### src/rtl/clock_divider_multi.sv
// -----------------------------------------------------------------------------
// clock_divider_multi
//
// NUM_CH independent programmable clock dividers driven by one system clock.
// Each channel counts 0..div_active. When the count reaches div_active, the
// channel returns to 0, toggles its square-wave output and raises a one-cycle
// tick. The toggle interval is div+1 cycles, so the output period is
// 2*(div+1) cycles.
//
// A divisor write goes to a per-channel shadow register and marks the channel
// pending. The shadow is copied to the active divisor only at a safe point:
//   - the channel's next terminal count (the counter is back at 0, so the
//     output never glitches),
//   - any edge where the channel is disabled, or
//   - a global sync_clr.
//
// Optional build macro: DIV_DUTY_EN
//   Adds cfg_high, a programmable high time per channel that follows the same
//   shadow/pending rules as the divisor. clk_out then becomes
//   (next count < high_active), and the period is div+1 cycles.
//
// Ports
//   clk       in   system clock; all logic on the rising edge
//   rst       in   synchronous active-low reset
//   en        in   [NUM_CH]  per-channel run enable
//   sync_clr  in   one-cycle global phase-align clear
//   cfg_wr    in   divisor write strobe
//   cfg_ch    in   [CH_W]    channel targeted by cfg_wr; out-of-range is ignored
//   cfg_div   in   [CNT_W]   new divisor
//   cfg_high  in   [CNT_W]   new high count (DIV_DUTY_EN builds only)
//   clk_out   out  [NUM_CH]  divided clock per channel (registered)
//   tick      out  [NUM_CH]  terminal-count strobe (registered)
//   pending   out  [NUM_CH]  a written divisor is waiting to be applied
// -----------------------------------------------------------------------------
module clock_divider_multi #(
  parameter int NUM_CH      = 4,
  parameter int CNT_W       = 32,
  parameter int DEFAULT_DIV = 49999999,
  localparam int CH_W       = (NUM_CH > 1) ? $clog2(NUM_CH) : 1
) (
  input  logic              clk,
  input  logic              rst,
  input  logic [NUM_CH-1:0] en,
  input  logic              sync_clr,
  input  logic              cfg_wr,
  input  logic [CH_W-1:0]   cfg_ch,
  input  logic [CNT_W-1:0]  cfg_div,
`ifdef DIV_DUTY_EN
  input  logic [CNT_W-1:0]  cfg_high,
`endif
  output logic [NUM_CH-1:0] clk_out,
  output logic [NUM_CH-1:0] tick,
  output logic [NUM_CH-1:0] pending
);

  localparam logic [CNT_W-1:0] DEF_DIV = CNT_W'(DEFAULT_DIV);
  localparam logic [CNT_W-1:0] ONE     = CNT_W'(1);
  localparam logic [CNT_W-1:0] ZERO    = '0;

  logic [CNT_W-1:0]  cnt_q     [NUM_CH];
  logic [CNT_W-1:0]  cnt_d     [NUM_CH];
  logic [CNT_W-1:0]  div_act_q [NUM_CH];
  logic [CNT_W-1:0]  div_act_d [NUM_CH];
  logic [CNT_W-1:0]  div_sh_q  [NUM_CH];
  logic [CNT_W-1:0]  div_sh_d  [NUM_CH];
  logic [NUM_CH-1:0] clk_out_q, clk_out_d;
  logic [NUM_CH-1:0] tick_q, tick_d;
  logic [NUM_CH-1:0] pend_q, pend_d;

  // Per-channel helper vectors.
  logic [NUM_CH-1:0] wr_sel;   // this channel is the target of a write
  logic [NUM_CH-1:0] term;     // counter at or past the active divisor
  logic [NUM_CH-1:0] apply;    // copy the shadow into the active register now

`ifdef DIV_DUTY_EN
  localparam logic [CNT_W-1:0] DEF_HIGH = CNT_W'((DEFAULT_DIV + 1) / 2);
  logic [CNT_W-1:0] high_act_q [NUM_CH];
  logic [CNT_W-1:0] high_act_d [NUM_CH];
  logic [CNT_W-1:0] high_sh_q  [NUM_CH];
  logic [CNT_W-1:0] high_sh_d  [NUM_CH];
`endif

  always_comb begin
    wr_sel    = '0;
    term      = '0;
    apply     = '0;
    clk_out_d = clk_out_q;
    tick_d    = '0;
    pend_d    = pend_q;
    for (int i = 0; i < NUM_CH; i++) begin
      cnt_d[i]     = cnt_q[i];
      div_act_d[i] = div_act_q[i];
      div_sh_d[i]  = div_sh_q[i];
`ifdef DIV_DUTY_EN
      high_act_d[i] = high_act_q[i];
      high_sh_d[i]  = high_sh_q[i];
`endif
      // An out-of-range cfg_ch matches no channel, so the write is dropped.
      wr_sel[i] = cfg_wr && (int'(cfg_ch) == i);
      // The >= compare means a divisor lowered below the current count
      // still terminates on the next edge instead of wrapping.
      term[i]   = (cnt_q[i] >= div_act_q[i]);

      if (sync_clr) begin
        cnt_d[i]     = ZERO;
        clk_out_d[i] = 1'b0;
        apply[i]     = pend_q[i];
      end else if (en[i]) begin
        if (term[i]) begin
          cnt_d[i]     = ZERO;
          clk_out_d[i] = ~clk_out_q[i];
          tick_d[i]    = 1'b1;
          apply[i]     = pend_q[i];
        end else begin
          cnt_d[i] = cnt_q[i] + ONE;
        end
      end else begin
        // A stopped channel has no phase to protect, so apply right away.
        apply[i] = pend_q[i];
      end

      if (apply[i]) begin
        div_act_d[i] = div_sh_q[i];
`ifdef DIV_DUTY_EN
        high_act_d[i] = high_sh_q[i];
`endif
        pend_d[i] = 1'b0;
      end

`ifdef DIV_DUTY_EN
      // In duty mode the output is level-coded from the next count. A held
      // (disabled) channel keeps its last level.
      if (sync_clr || en[i]) begin
        clk_out_d[i] = (cnt_d[i] < high_act_d[i]);
      end
`endif

      // The write lands after any apply at this edge, so a write that
      // coincides with a terminal count or sync_clr stays pending.
      if (wr_sel[i]) begin
        div_sh_d[i] = cfg_div;
`ifdef DIV_DUTY_EN
        high_sh_d[i] = cfg_high;
`endif
        pend_d[i] = 1'b1;
      end
    end
  end

  always_ff @(posedge clk) begin
    if (!rst) begin
      clk_out_q <= '0;
      tick_q    <= '0;
      pend_q    <= '0;
      for (int i = 0; i < NUM_CH; i++) begin
        cnt_q[i]     <= ZERO;
        div_act_q[i] <= DEF_DIV;
        div_sh_q[i]  <= DEF_DIV;
`ifdef DIV_DUTY_EN
        high_act_q[i] <= DEF_HIGH;
        high_sh_q[i]  <= DEF_HIGH;
`endif
      end
    end else begin
      clk_out_q <= clk_out_d;
      tick_q    <= tick_d;
      pend_q    <= pend_d;
      for (int i = 0; i < NUM_CH; i++) begin
        cnt_q[i]     <= cnt_d[i];
        div_act_q[i] <= div_act_d[i];
        div_sh_q[i]  <= div_sh_d[i];
`ifdef DIV_DUTY_EN
        high_act_q[i] <= high_act_d[i];
        high_sh_q[i]  <= high_sh_d[i];
`endif
      end
    end
  end

  assign clk_out = clk_out_q;
  assign tick    = tick_q;
  assign pending = pend_q;

endmodule

### config.mk
export PLATFORM = sky130hd
export DESIGN_NAME = clock_divider_multi
export DESIGN_NICKNAME = d
export VERILOG_FILES = /design/src/rtl/clock_divider_multi.sv
export SDC_FILE = /design/constraint.sdc
export NUM_CORES = 1
export LEC_CHECK = 0
export BUFFER_PORTS_ARGS = -buffer_cell sky130_fd_sc_hd__clkbuf_2
export CORE_UTILIZATION = 25
export CTS_BUF_LIST = sky130_fd_sc_hd__clkbuf_2 sky130_fd_sc_hd__clkbuf_4 sky130_fd_sc_hd__clkbuf_8
export CTS_CLUSTER_DIAMETER = 200
export CTS_CLUSTER_SIZE = 14
export DETAILED_ROUTE_END_ITERATION = 12
export PLACE_DENSITY_LB_ADDON = 0.1
export SLEW_MARGIN = 10
export SYNTH_ARGS = -nofsm -noshare
export SYNTH_HDL_FRONTEND = slang
export SYNTH_SLANG_ARGS = --single-unit
export TNS_END_PERCENT = 100
### constraint.sdc
create_clock -name clk -period 3.75 [get_ports clk]
set_input_delay 0.75 -clock clk [delete_from_list [all_inputs] [get_ports clk]]
set_output_delay 0.75 -clock clk [all_outputs]
set_load 0.02 [all_outputs]
After elaboration in Yosys (flattened, before gate mapping)
Memory sizes are Yosys's and may differ from the RTL's.
Index checks and enable logic that the tools add are counted.
{ "classes": {"addsub": 4, "n_lt_le_gt_ge": 4, "eq_ne": 3, "n_mux": 58, "bitwise_logic": 21, "reduce_logical": 18} }
{ "op_table": {"columns": ["cell", "n"], "rows": [
  ["two-way mux 32 bit", 32],
  ["adder 32 x 1 -> 32 bit, second input constant", 4],
  [">= comparator 32 bit", 4],
  ["two-way mux 1 bit", 26],
  ["OR 1 bit", 12],
  ["OR reduction 3 bit", 4],
  ["NOT 1 bit", 9],
  ["AND reduction 2 bit", 4],
  ["nonzero test 2 bit", 4],
  ["== test 2 bit, second input constant", 2],
  ["logical AND 1 bit", 4],
  ["== test 2 x 1 -> 1 bit, second input constant", 1],
  ["logical NOT 2 bit", 1],
  ["OR reduction 2 bit", 1]
]} }
{ "totals": {"regBits": 12, "ramBits": 384, "inputBits": 42, "output_inout_bits": 12, "elab_cells": 123, "mem_count": 3} }
{ "memory_table": {"columns": ["name", "depth", "word_bits", "read_ports", "rd_ports_with_merged_regs", "write_ports", "line", "rtl"], "rows": [
  ["cnt_q", 4, 32, 4, 0, 4, "60", "logic [CNT_W-1:0] cnt_q [NUM_CH];"],
  ["div_act_q", 4, 32, 4, 0, 4, "62", "logic [CNT_W-1:0] div_act_q [NUM_CH];"],
  ["div_sh_q", 4, 32, 4, 0, 4, "64", "logic [CNT_W-1:0] div_sh_q [NUM_CH];"]
]} }

Logic depth before layout (Yosys ltp)
Gate-level depths: netlist of the first run.
{ "logic_depth": {"word_depth": 6, "ltp_mapped": 12} }

Least setup slack after synthesis of the first run
Ideal clock, no wire load.
{ "synth_timing": {"path_type": "register to register", "from": "memory cnt_q[2][14]", "to": "memory div_act_q[2][29]", "arrival_time_ns": 2.512, "required_ns": 3.628, "path_slack_ns": 1.116, "path_stages_with_launch": 10, "n_path_buf": 1, "cell_sequence": "dfxtp_1 -> ha_1 -> nand4_1 -> or4_1 -> nor4_1 -> nor3_1 -> o31a_1 -> a31o_2 -> buf_6 -> a221o_1"} }
{ "synth_lines": {"columns": ["element", "line"], "rows": [
  ["from (decl)", "60"],
  ["to (decl)", "62"]
]} }

==> results of run 1 <==
-- worst max path at each step --
stage                                       start                             to
global placement     div_act_q[0][9]$_SDFFE_PN0P_      cnt_q[0][31]$_SDFFE_PP0P_
detailed placement      cnt_q[0][13]$_SDFFE_PP0P_      cnt_q[0][28]$_SDFFE_PP0P_
floorplan               cnt_q[2][14]$_SDFFE_PP0P_  div_act_q[2][29]$_SDFFE_PN0P_
CTS                     cnt_q[0][13]$_SDFFE_PP0P_      cnt_q[0][22]$_SDFFE_PP0P_
finish              div_act_q[3][14]$_SDFFE_PN1P_      cnt_q[3][10]$_SDFFE_PP0P_
global route             cnt_q[3][0]$_SDFFE_PP0P_  div_act_q[3][20]$_SDFFE_PN1P_
-- cells by family after synthesis --
| family | count (synthesis) |
|---|---|
| and+or+nand+nor | 903 |
| buffers and inverters | 244 |
| muxes | 19 |
| DFF | 396 |
| adders and majority gates | 132 |
| AOI/OAI and AO/OA | 318 |
| xor gates and xnor gates | 116 |
-- registers in the layout, summed over array words and instances (netlist names) --
signal	cells
cnt_q	128
pending	4
div_act_q	128
div_sh_q	128
tick	4
clk_out	4
-- area by class of cell --
| cell class | count | area (µm²) |
|---|---|---|
| fillers | 7636 | 50800 |
| clock buffers | 37 | 509.2 |
| flip-flops and latches | 396 | 7928 |
| diodes | 5 | 12.51 |
| repair buffers | 83 | 534.3 |
| inverters | 141 | 529.3 |
| clock inverters | 1 | 11.26 |
| multi-input cells | 1488 | 9134 |
| well taps | 940 | 1176 |
-- metrics by stage --
stage               power, mW    util  setup WS, ns  std cells
floorplan               4.653       -         1.116       2128
global placement        4.844  0.2731        0.6526       3048
detailed placement      4.849  0.2731        0.5806       3048
CTS                     7.332  0.2805        0.5562       3086
global route            7.511  0.2808        0.4132       3091
finish                  7.142  0.2808        0.6282       3091
-- cell usage in the layout, fill, tap and decap left out, drive strengths merged, types with 18 or more instances in the layout --
| cell | instances |
|---|---|
| a211oi | 21 |
| a21boi | 60 |
| a21oi | 70 |
| a2bb2oi | 18 |
| and3 | 23 |
| and4 | 18 |
| buf | 31 |
| clkbuf | 89 |
| dfxtp | 396 |
| ha | 132 |
| inv | 142 |
| mux2i | 19 |
| nand2 | 416 |
| nand3 | 169 |
| nand4 | 39 |
| nor2 | 168 |
| o211ai | 19 |
| o21ai | 53 |
| xnor2 | 38 |
| xor2 | 78 |
-- power by group through the flow --
stage	registers [mW]	clock network [mW]	logic, mW
finish	4.32	2.40	0.416
global route	4.34	2.71	0.464
CTS	4.33	2.58	0.427
detailed placement	4.42	0	0.426
global placement	4.42	0	0.422
floorplan	4.41	0	0.245
-- routing by layer --
metal	wire [µm]	track usage	share of wire
met5	0	0	0
met3	1230	0.01974	0.024
met4	935	0.03275	0.018
met1	27000	0.2057	0.53
met2	22050	0.2143	0.43
==> reports/qor.yml, run 1 <==
run_status:
  status: "completed"
synthesis:
  synth-seq-cells: 396
  synth_top_area_share: 0.4410
  synth_top_cell_by_area: "dfxtp_1"
  synth_edf_count: 0
  synth.area.top_cells: "dfxtp_1 44%, ha_1 9.2%, nand2_1 8.7%"
  synthFlopType: "dfxtp_1"
  synthTopCellsByCount: "416 x nand2_1, 396 x dfxtp_1, 169 x nand3_1"
  ys_seq_area_frac: 0.4410
  synth_adder_area_share: 0.09187
  syn_nets: 2302
  synth_top_family_by_area: "simple AND/OR/NAND/NOR gates"
  synth_xor_area_frac: 0.05651
  synth_area_um2: 17980
  synth-async-reset-ratio: 0
  yosys_warnings: 0
  synth_compound_area_frac: 0.1217
  muxShareOfSynthArea: 0.01058
  netlist_instances: 2128
  syn_avg_cell_area_um2: 8.448
  synth-simple-area-share: 0.2255
  synth.distinct_cells: 60
  synth.most_common_cell: "nand2_1"
place:
  place_hpwl_um: 36030
  port_buffers: 53
  placed_cell_area_um2: 19290
  place_congestion: 0.7278
floorplan:
  dieArea_um2: 72990
  core_area_um2: 70640
  ios: 54
  rows: 97
  initial_core_util: 0.2545
  die-height_um: 270.2
  die_w_um: 270.2
clocking:
  cts.sinks: 396
  cts_tree: "yes"
  cts_buffers: 34
  cts_resized: 0
  cts-htree-levels: 2
  cts_hold_buf: 0
  cts_setup_buffers: 0
  clk_latency_ns: 0.63
  cts_root_buffer: "clkbuf_8"
  clk_transition_reported_paths_ns: 0.10
  cts.path.max_buffers: 3
critical_path:
  crit_arrival_ns: 3.62
  critPathMaxFanout: 29
  slowest_delay_ns: 0.56
  crit_chain: "inv_1 -> ha_1 -> and4_1 -> nand3_1 -> or4_1 -> a41oi_1 -> o21ai_1 -> nand2_1 -> buf_4 -> nor2_1"
  rr_endpoint: "cnt_q[3][10]$_SDFFE_PP0P_"
  path_buf_inv: 2
  critPathRequiredTime_ns: 4.25
  cp.depth: 10
  r2r_slack_ns: 0.63
  r2r-start: "div_act_q[3][14]$_SDFFE_PN1P_"
  reg2reg_depth: 10
  crit_slowest_cell: "a41oi_1"
  cp-end-kind: "flop"
  critical_path_class: "flop to flop"
  critPathTopFamily: "simple AND/OR/NAND/NOR gates"
  start_kind: "flop"
power:
  p_leak_nw: 8.224
  swShare: 0.2591
  power_density_nw_per_um2: 360.1
  pwr-share-comb: 0.058
  p_sw_mw: 1.850
  intPower_mw: 5.292
  p_seq_frac: 0.606
  clkPwrFrac: 0.336
  ir_worst_vdd_v: 0.0001711
grt:
  grt_max_degree: 166
  grt_overflow: 0
  groute.usage.overall: 0.1402
  antenna_found_initial: 1
  grt_pass1_wl_um: 80010
  first_global_vias: 13170
routing:
  wl_um: 51220
  routedWlPerCell_um: 16.57
  drt_iter0_drc: 772
  drc: 0
  vias_per_cell: 4.514
  vias: 13950
  firstDrtPassIters: 5
  drtAntennaViolNets: 0
sta:
  skew_ns: 0.04029
  fin_crit_ns: 3.122
  fin_tns_setup_ns: 0
  slew_violations: 0
  max_slew.worst_pin.slew_ns: 1.013
  min_period_over_period: 0.8325
  setup-violations-final: 0
  holdWs_ns: 0.4021
  timing.fmax_mhz: 320.3
  hold_violations: 0
  rsz0062_at_grt: "false"
  relSlewSlack: 0.3173
layout:
  fin_area_um2: 19830
  drive_above_1_share: 0.06151
  area_growth_pct: 10.33
  layout.nets: 2318
min_path:
  whs_endpoint: "div_sh_q[2][3]$_SDFFE_PN1P_"
  hp-start: "rst"
  worstHoldPathType: "primary input to flop"
  whs_path_depth: 2
run:
  cap_violations: 0
(Power assumes the default switching activity.)
==> inputs of run 2 (changes only) <==
==> constraint.sdc (replaced) <==
create_clock -name clk -period 3.2 [get_ports clk]
set_input_delay 0.64 -clock clk [delete_from_list [all_inputs] [get_ports clk]]
set_output_delay 0.64 -clock clk [all_outputs]
set_load 0.02 [all_outputs]
==> reports/qor.yml, run 2 (synthesis results as in run 1) <==
grt:
  groute.usage.overall: 0.1420
  grt_overflow: 0
  top_usage_layer: "met2"
  grt_max_degree: 138
  grt_util_met1: 0.2048
  antenna_found_initial: 1
  gr-usage-met2: 0.2191
  first_global_vias: 13690
  grtUsageMet3: 0.02196
  grt_pass1_wl_um: 81230
place:
  placed_cell_area_um2: 19380
  place_congestion: 0.7459
  port_buffers: 53
  place_hpwl_um: 36140
critical_path:
  crit_slowest_cell: "or4_1"
  start_kind: "flop"
  r2r_slack_ns: 0.19
  reg2reg_depth: 8
  slowest_delay_ns: 0.51
  endpoint: "div_act_q[2][31]$_SDFFE_PN0P_"
  critPathRequiredTime_ns: 3.70
  crit_arrival_ns: 3.51
  critical_path_class: "flop to flop"
  startpoint: "cnt_q[2][14]$_SDFFE_PP0P_"
  cp-end-kind: "flop"
  critPathMaxFanout: 32
  rr_endpoint: "div_act_q[2][31]$_SDFFE_PN0P_"
  crit_chain: "ha_1 -> nand4_1 -> or4_1 -> nor4_1 -> nor3_1 -> o31a_1 -> a31o_2 -> a221o_1"
  r2r-start: "cnt_q[2][14]$_SDFFE_PP0P_"
routing:
  wl_um: 51610
  drtAntennaViolNets: 0
  firstDrtPassIters: 5
  routedWlPerCell_um: 16.69
  vias_per_cell: 4.522
  drc: 0
  vias: 13990
  drt_iter0_drc: 789
clocking:
  cts_tree: "yes"
  clk_latency_ns: 0.62
  cts.sinks: 396
  cts_setup_buffers: 0
  cts_root_buffer: "clkbuf_8"
  cts_buffers: 34
  cts-htree-levels: 2
  cts.path.max_buffers: 3
  clk_transition_reported_paths_ns: 0.10
sta:
  skew_ns: 0.02501
  rsz0062_at_grt: "false"
  relSlewSlack: 0.3476
  min_period_over_period: 0.9406
  setup-violations-final: 0
  fin_crit_ns: 3.010
  holdWs_ns: 0.3114
  slew_violations: 0
  fin_tns_setup_ns: 0
  max_slew.worst_pin.slew_ns: 0.9751
  hold_violations: 0
  timing.fmax_mhz: 332.2
run:
  cap_violations: 0
floorplan:
  core_area_um2: 70640
  die-height_um: 270.2
  dieArea_um2: 72990
  initial_core_util: 0.2545
  die_w_um: 270.2
  ios: 54
  rows: 97
layout:
  final_cell_mix: "416 x nand2_1, 396 x dfxtp_1, 169 x nand3_1, 167 x nor2_1, 141 x inv_1"
  reg_top3: "cnt_q x128, div_act_q x128, div_sh_q x128"
  fin_area_um2: 19910
  drive_above_1_share: 0.06416
  final_common_cell: "nand2_1"
  postLayoutCoreUtil: 0.2819
  multi_input_area_um2: 9134
  seqCellArea_um2: 7928
  area_growth_pct: 10.77
  fillCellCount: 7643
  layout.nets: 2323
run_status:
  status: "completed"
power:
  power_density_nw_per_um2: 421.6
  ir_worst_vdd_v: 0.0002608
  total_power_mw: 8.395
  p_leak_nw: 8.268
min_path:
  worstHoldPathType: "primary input to flop"
run 2: layer usage:
metal | vias up | share of wire
met3 | 54 | 0.033
met2 | 162 | 0.43
met4 | 0 | 0.019
met5 | - | 0
li1 | 7235 | -
met1 | 6535 | 0.52
run 2: through the flow:
step           std cells  worst slack, ns
5_1_grt             3092         0.005900
4_1_cts             3091           0.1578
2_1_floorplan       2128           0.5662
6_report            3093           0.1901
3_3_place_gp        3053           0.2396
3_5_place_dp        3053           0.2058
run 2: worst max-delay path, delay by kind of cell (launching register included):
kind / cells / cell delay [ns]
adders and majority gates: 1 / 0.34
and+or+nand+nor: 4 / 0.95
AOI/OAI and AO/OA: 3 / 1.21
DFF: 1 / 0.38
run 2: where the power goes:
part	total [mW]	internal, mW	switching [mW]
Clock	2.83	1.05	1.78
Sequential	5.07	5.02	0.0510
Combinational	0.499	0.148	0.351
run 2: area by class of cell:
class,count,share of cell area
Multi-Input combinational cell,1488,0.4587
Sequential cell,396,0.3981
Tap cell,940,0.05906
Timing Repair Buffer,88,0.03123
Inverter,141,0.02658
Clock buffer,37,0.02557
Clock inverter,1,0.0005655
Antenna cell,2,0.0002513
run 2: worst min path at each step:
stage / from / to / slack [ns] / cells past startpoint
floorplan: div_act_q[0][0]$_SDFFE_PN1P_ / div_act_q[0][0]$_SDFFE_PN1P_ / 0.43 / 2
detailed placement: div_sh_q[0][24]$_SDFFE_PN0P_ / div_act_q[0][24]$_SDFFE_PN0P_ / 0.45 / 1
global route: rst / div_sh_q[2][15]$_SDFFE_PN1P_ / 0.28 / 2
finish: en[2] / cnt_q[2][0]$_SDFFE_PP0P_ / 0.31 / 3
global placement: div_act_q[2][12]$_SDFFE_PN1P_ / div_act_q[2][12]$_SDFFE_PN1P_ / 0.45 / 2
CTS: en[2] / cnt_q[2][0]$_SDFFE_PP0P_ / 0.25 / 3
run 2: repair_timing:
action / in CTS / in global routing
hold buffers: 0 / 0
resized for setup: 0 / 2
setup endpoints to repair: 0 / 18
==> inputs of run 3 (changes only) <==
==> constraint.sdc (replaced) <==
create_clock -name clk -period 3.2 [get_ports clk]
set_input_delay 0.32 -clock clk [delete_from_list [all_inputs] [get_ports clk]]
set_output_delay 0.32 -clock clk [all_outputs]
set_load 0.02 [all_outputs]
==> reports/qor.yml, run 3 (synthesis results as in run 1) <==
grt:
  groute.usage.overall: 0.1409
  grt_max_degree: 191
  grt_overflow: 0
  grt_pass1_wl_um: 80880
  first_global_vias: 13540
  antenna_found_initial: 1
sta:
  relSlewSlack: 0.3654
  max_slew.worst_pin.slew_ns: 0.9483
  skew_ns: 0.02446
  rsz0062_at_grt: "false"
  holdWs_ns: 0.06287
  fin_crit_ns: 2.971
  hold_violations: 0
  setup-violations-final: 0
  timing.fmax_mhz: 336.6
  fin_tns_setup_ns: 0
  setup_slack_ns: 0.2292
  min_period_over_period: 0.9284
  slew_violations: 0
clocking:
  cts.path.max_buffers: 3
  cts_tree: "yes"
  clk_transition_reported_paths_ns: 0.10
  cts_buffers: 34
  cts.sinks: 396
  cts_setup_buffers: 0
  clk_latency_ns: 0.62
  cts-htree-levels: 2
  cts_root_buffer: "clkbuf_8"
floorplan:
  initial_core_util: 0.2545
  rows: 97
  core_area_um2: 70640
  die_w_um: 270.2
  dieArea_um2: 72990
  die-height_um: 270.2
  ios: 54
run:
  cap_violations: 0
place:
  place_congestion: 0.7412
  place_hpwl_um: 36140
  pre_cts_ws_ns: 0.2403
  dp_cells: 3055
  port_buffers: 53
  placed_cell_area_um2: 19410
layout:
  postLayoutCoreUtil: 0.2829
  reg_top3: "cnt_q x128, div_act_q x128, div_sh_q x128"
  fillCellCount: 7619
  final_cell_mix: "416 x nand2_1, 396 x dfxtp_1, 169 x nand3_1, 167 x nor2_1, 141 x inv_1"
  fin_area_um2: 19980
  layout.nets: 2329
  final_cells: 3098
  drive_above_1_share: 0.06490
  final_common_cell: "nand2_1"
  area_growth_pct: 11.14
routing:
  routedWlPerCell_um: 16.56
  firstDrtPassIters: 5
  drtAntennaViolNets: 0
  vias: 13950
  wl_um: 51310
  drc: 0
  vias_per_cell: 4.502
  drt_iter0_drc: 807
critical_path:
  cp-end-kind: "flop"
  path_buf_inv: 0
  crit_slowest_cell: "or4_1"
  crit_arrival_ns: 3.47
  crit_chain: "ha_1 -> nand4_1 -> or4_1 -> nor4_1 -> nor3_1 -> o31a_1 -> a31o_2 -> a221o_1"
  critPathMaxFanout: 32
  start_kind: "flop"
  critPathTopFamily: "compound AO/OA/AOI/OAI gates"
  slowest_delay_ns: 0.51
  critical_path_class: "flop to flop"
  critPathRequiredTime_ns: 3.70
power:
  power_density_nw_per_um2: 421.1
  p_seq_frac: 0.603
  ir_worst_vdd_v: 0.0002018
  p_leak_nw: 8.291
  clkPwrFrac: 0.338
  intPower_mw: 6.214
  pwr-share-comb: 0.060
  swShare: 0.2614
  total_power_mw: 8.412
  p_sw_mw: 2.199
min_path:
  worstHoldPathType: "primary input to flop"
run_status:
  status: "completed"
==> run 3: per-layer routing <==
| layer | part of all wire | GRT usage | wire, µm |
|---|---|---|---|
| met2 | 0.43 | 0.2196 | 22250 |
| met5 | 0 | 0 | 0 |
| met4 | 0.021 | 0.03753 | 1079 |
| met1 | 0.52 | 0.2010 | 26560 |
| met3 | 0.028 | 0.02045 | 1427 |
==> run 3: final timing paths <==
| check | from | slack (ns) | depth (start not counted) | to |
|---|---|---|---|---|
| worst max-delay path | cnt_q[2][14]$_SDFFE_PP0P_ | 0.23 | 8 | div_act_q[2][8]$_SDFFE_PN0P_ |
| worst min-delay path | cfg_div[5] | 0.06 | 3 | div_sh_q[2][5]$_SDFFE_PN1P_ |
| worst max register to register | cnt_q[2][14]$_SDFFE_PP0P_ | 0.23 | 8 | div_act_q[2][8]$_SDFFE_PN0P_ |
| worst min register to register | div_sh_q[3][10]$_SDFFE_PN0P_ | 0.47 | 2 | div_act_q[3][10]$_SDFFE_PN0P_ |
==> run 3: layout make-up <==
cell class                      count  area, µm²  area share
Timing Repair Buffer               94      689.4     0.03451
Inverter                          141      529.3     0.02649
Multi-Input combinational cell   1488       9134      0.4572
Antenna cell                        1      2.502   0.0001253
Clock inverter                      1      11.26   0.0005636
Tap cell                          940       1176     0.05887
Sequential cell                   396       7928      0.3968
Clock buffer                       37      509.2     0.02549
==> run 3: worst min-delay path: stages <==
cell and delay [ns]:
clkbuf_2 0.18, nand2_1 0.07, nand3_1 0.07
==> run 3: power by group through the flow <==
stage / logic (mW) / registers [mW] / clock network, mW
3_5_place_dp: 0.512 / 5.18 / 0
2_1_floorplan: 0.288 / 5.17 / 0
4_1_cts: 0.517 / 5.07 / 3.02
3_3_place_gp: 0.506 / 5.18 / 0
6_report: 0.503 / 5.07 / 2.84
5_1_grt: 0.562 / 5.08 / 3.17
==> run 3: repair_timing <==
| action | in CTS | in global routing |
|---|---|---|
| hold buffers | 4 | 0 |
| gates resized for setup | 0 | 1 |
| endpoints found under the hold margin | 19 | 0 |
| setup endpoints to repair | 0 | 6 |
